## src/rtl/apu_i2s.sv

```systemverilog
// APU mixer sample to I2S serializer, mono source duplicated to both channels.
// Define APU_I2S_AVG_EN to box-average each frame window instead of point sampling.
module apu_i2s #(
  parameter int BCLK_DIV = 8
) (
  input  logic       clk,
  input  logic       n_reset,
  input  logic       en,
  input  logic [7:0] in,
  output logic       bclk,
  output logic       lrclk,
  output logic       sdata,
  output logic       sample_stb
);

  localparam int DW = $clog2(BCLK_DIV);
  localparam int SH = $clog2(64 * BCLK_DIV);
  localparam int AW = 8 + SH;

  logic [DW-1:0] div_q, div_d;
  logic          bclk_q, bclk_d;
  logic [4:0]    slot_q, slot_d;
  logic          lrclk_q, lrclk_d;
  logic          stb_q, stb_d;
  logic [31:0]   sr_q, sr_d;

  logic          tick;
  logic          fall;
  logic          load;
  logic [4:0]    slot_inc;
  logic [7:0]    s_c;
  logic [15:0]   word_c;

  assign tick     = en && (div_q == DW'(BCLK_DIV - 1));
  assign fall     = tick && bclk_q;
  assign load     = fall && (slot_q == 5'd0);
  assign slot_inc = slot_q + 5'd1;

`ifdef APU_I2S_AVG_EN
  logic [AW-1:0] acc_q, acc_d;

  // Window restarts with the load clk's own sample.
  always_comb begin
    acc_d = acc_q + AW'(in);
    if (!en) begin
      acc_d = '0;
    end else if (load) begin
      acc_d = AW'(in);
    end
  end

  always_ff @(posedge clk or negedge n_reset) begin
    if (!n_reset) begin
      acc_q <= '0;
    end else begin
      acc_q <= acc_d;
    end
  end

  assign s_c = acc_q[AW-1 -: 8];
`else
  assign s_c = in;
`endif

  assign word_c = {s_c - 8'h80, 8'h00};

  always_comb begin
    div_d   = div_q;
    bclk_d  = bclk_q;
    slot_d  = slot_q;
    lrclk_d = lrclk_q;
    stb_d   = 1'b0;
    sr_d    = sr_q;
    if (!en) begin
      div_d   = '0;
      bclk_d  = 1'b0;
      slot_d  = 5'd0;
      lrclk_d = 1'b0;
      sr_d    = '0;
    end else begin
      div_d = tick ? '0 : div_q + DW'(1);
      if (tick) begin
        bclk_d = ~bclk_q;
      end
      if (fall) begin
        slot_d  = slot_inc;
        lrclk_d = slot_inc[4];
        sr_d    = load ? {word_c, word_c}
                       : {sr_q[30:0], 1'b0};
      end
      stb_d = load;
    end
  end

  always_ff @(posedge clk or negedge n_reset) begin
    if (!n_reset) begin
      div_q   <= '0;
      bclk_q  <= 1'b0;
      slot_q  <= 5'd0;
      lrclk_q <= 1'b0;
      stb_q   <= 1'b0;
      sr_q    <= '0;
    end else begin
      div_q   <= div_d;
      bclk_q  <= bclk_d;
      slot_q  <= slot_d;
      lrclk_q <= lrclk_d;
      stb_q   <= stb_d;
      sr_q    <= sr_d;
    end
  end

  assign bclk       = bclk_q;
  assign lrclk      = lrclk_q;
  assign sdata      = sr_q[31];
  assign sample_stb = stb_q;

endmodule

```

## config.mk

```make
export PLATFORM = sky130hd
export DESIGN_NAME = apu_i2s
export DESIGN_NICKNAME = d
export VERILOG_FILES = /design/src/rtl/apu_i2s.sv
export SDC_FILE = /design/constraint.sdc
export NUM_CORES = 1
export LEC_CHECK = 0
export CAP_MARGIN = 0
export CORE_MARGIN = 8
export CORE_UTILIZATION = 50
export CTS_CLUSTER_DIAMETER = 40
export CTS_CLUSTER_SIZE = 30
export DETAILED_ROUTE_END_ITERATION = 10
export DONT_BUFFER_PORTS = 1
export GPL_ROUTABILITY_DRIVEN = 0
export PLACE_DENSITY = 0.64
export SETUP_SLACK_MARGIN = 0.3
export SYNTH_ARGS = -nofsm -noshare
export SYNTH_HDL_FRONTEND = slang
export SYNTH_SLANG_ARGS = --single-unit
```

## constraint.sdc

```tcl
create_clock -name clk -period 2.2 [get_ports clk]
set_input_delay 0.44 -clock clk [delete_from_list [all_inputs] [get_ports clk]]
set_output_delay 0.44 -clock clk [all_outputs]
set_load 0.02 [all_outputs]
```

==> results.sh <==
export IMPL_status="finished clean"
export IMPL_ys_seq_area_frac=0.539
export IMPL_pre_cts_ws_ps=366
export IMPL_syn_cell_area_sq_mm=0.00158
export IMPL_final_cells=203
export IMPL_reg2reg_slack_ps=450
export IMPL_port_buffer_count=0
export IMPL_cp_arrival_ps=1980
export IMPL_synth_async_reset_ratio=1.00
export IMPL_p_per_area_mw_per_mm2=581
export IMPL_layout_drive_gt1_share=0.0692
export IMPL_tightest_slew_ps=381
export IMPL_die_area_sq_mm=0.00521
export IMPL_wl_mm=2.98
export IMPL_grtUsageMet3=0.0537
export IMPL_cp_required_ps=2430
export IMPL_syn_area_per_cell_sq_um=9.81
export IMPL_register_area_sq_um=851
export IMPL_fill_cells=251
export IMPL_synth_flop_cell="dfrtp_1"
export IMPL_setup_slack_ps=451
export IMPL_cts_root_buf="clkbuf_4"
export IMPL_finalSetupViolCount=0
export IMPL_start_util=0.521
export IMPL_grt_use_total=0.128
export IMPL_synth_top_area_frac=0.539
export IMPL_synthTopCellsByCount="nand2_1 (35), dfrtp_1 (34), a31oi_1 (14), o21ai_0 (13), nand3_1 (12)"
export IMPL_ir_drop_mv=0.334
export IMPL_synth_cell_types=26
export IMPL_maxCapViolations=0
export IMPL_synth_area_leaders="dfrtp_1 (54%), nand2_1 (8.3%), a31oi_1 (5.5%), o21ai_0 (4.1%), nand3_1 (3.8%)"
export IMPL_synth_most_common_cell="nand2_1"
export IMPL_core_area_sq_mm=0.00303
export IMPL_grt_pass1_wl_mm=5.28
export IMPL_area_growth_syn_to_layout_pct=5.63
export IMPL_rows=20
export IMPL_hold_viol_final=0
export IMPL_cts_reportedPaths_clkPinSlew_ps=90
export IMPL_pin_count=15
export IMPL_dpl_cell_count=194
export IMPL_via_per_inst=5.72
export IMPL_grt_pass1_vias=1148
export IMPL_grt_busiest_layer="met2"
export IMPL_grt_max_degree=41
export IMPL_synth_nets=176
export IMPL_synth_edff_count=0
export IMPL_layout_nets=174
export IMPL_cts_max_path_buffers=2
export IMPL_multiInputGateArea_sq_um=653
export IMPL_wl_per_cell_um=14.7
export IMPL_fin_tns_setup_ps=0
export IMPL_finalMaxSlewViolations=0
export IMPL_synth_cells=161
export IMPL_cp_end_kind="flip-flop"
export IMPL_die_h_um=72.2
export IMPL_fin_util=0.551
export IMPL_drc=0
export IMPL_fin_skew_ps=9.71
export IMPL_synth_area_leader_cell="dfrtp_1"
export IMPL_hp_class="in2reg"
export IMPL_globalRoute_totalOverflow=0
export IMPL_post_route_period_util=0.795
export IMPL_yosys_warnings=0
export IMPL_path_class="reg2reg"
export IMPL_crit_fanout=40
export IMPL_clk_latency_ps=320
export IMPL_ys_ff_latch=34
export IMPL_finalCriticalPeriod_ps=1750
export IMPL_drt_iter0_drc=118
export IMPL_slew_limit_headroom=0.746
export IMPL_use_met2=0.202
export IMPL_rsz0062_at_grt="false"
export IMPL_die_w_um=72.2
export IMPL_cts_tree="done"
export IMPL_antenna_found_initial=0
export IMPL_p_leak_nw=0.780
export IMPL_diodes=0
export IMPL_numCtsBuffers=5
export IMPL_htree_levels=2
export IMPL_start_kind="flip-flop"
export IMPL_vias=1162
export IMPL_max_freq_ghz=0.572
export IMPL_drtAntennaViolNets=0
export IMPL_first_pass_iters=4
export IMPL_grt_met1_usage=0.148
export IMPL_hpwl_mm=1.95
export IMPL_clock_sinks=34
per-layer routing:
layer / routed length (um) / part of all wire / vias to the layer above
met5: 0 / 0 / -
met4: 43 / 0.014 / 0
met3: 171 / 0.057 / 4
met2: 1400 / 0.47 / 21
met1: 1360 / 0.46 / 584
li1: - / - / 553
sequential cells by signal (all words and copies together) (netlist names):
signal,flops
sample_stb,1
slot_q,5
bclk,1
div_q,3
sr_q,24
final cells by class:
cell class,count,share of cell area
Clock buffer,7,0.0270
Inverter,2,0.00450
Multi-Input combinational cell,111,0.392
Sequential cell,34,0.510
Tap cell,44,0.0330
Timing Repair Buffer,5,0.0338
placed cells by master (no fill, tap or decap), types with 2 or more instances in the layout:
cell type / count
a21boi_0: 5
a21boi_1: 5
a31oi_1: 14
and2_1: 4
and3b_1: 2
buf_4: 2
clkbuf_1: 2
clkbuf_4: 5
dfrtp_1: 34
ha_1: 4
inv_1: 2
mux2i_1: 2
nand2_1: 35
nand2b_1: 3
nand3_1: 12
nand4_1: 2
o21ai_0: 13
xnor2_1: 2
power by group:
group	leakage [nW]	switching [W]	internal, W
Combinational	0.282	0.0000192	0.0000146
Sequential	0.473	0.00000233	0.000629
Clock	0.0254	0.000184	0.000120
Total	0.780	0.000205	0.000764
stage by stage:
| step | instance area, sq um | power, W | hold WS, ps |
|---|---|---|---|
| after detailed placement | 1590 | 0.000661 | 145 |
| after global routing | 1670 | 0.00102 | 204 |
| after global placement | 1590 | 0.000659 | 145 |
| after floorplan | 1580 | 0.000664 | 144 |
| after CTS | 1660 | 0.000988 | 226 |
| final | 1670 | 0.000969 | 247 |
worst max-delay path, cell delays in order, from the launching register on:
cell and delay [ps]:
dfrtp_1 370, ha_1 160, ha_1 260, and2_1 290
buf_6 290, o21ai_1 110, a31oi_1 190
worst paths after layout:
kind                           from        end  cells past startpoint
max reg2reg                div_q[0]   sr_q[13]                      6
max                        div_q[0]   sr_q[13]                      6
min in group asynchronous   n_reset   sr_q[29]                      2
min reg2reg                div_q[0]   div_q[0]                      1
min                              en  slot_q[2]                      1
max in group asynchronous   n_reset   sr_q[14]                      2
kinds of logic after synthesis:
family                     count (synthesis)  share of synthesized area
and+or+nand+nor                           64                      0.201
AOI/OAI and AO/OA                         38                      0.147
DFF                                       34                      0.539
buffers and inverters                     16                     0.0515
adders and majority gates                  4                     0.0317
xor gates and xnor gates                   3                     0.0166
muxes                                      2                     0.0127
what timing repair did:
| action | 4_1_cts | 5_1_grt |
|---|---|---|
| gates resized for setup | 0 | 1 |
| hold buffers | 2 | 0 |
| buffers inserted | 0 | 0 |
| endpoints found under the hold margin | 34 | 0 |
| setup endpoints to repair | 0 | 21 |
No activity file was read; power rests on OpenSTA's default activity.
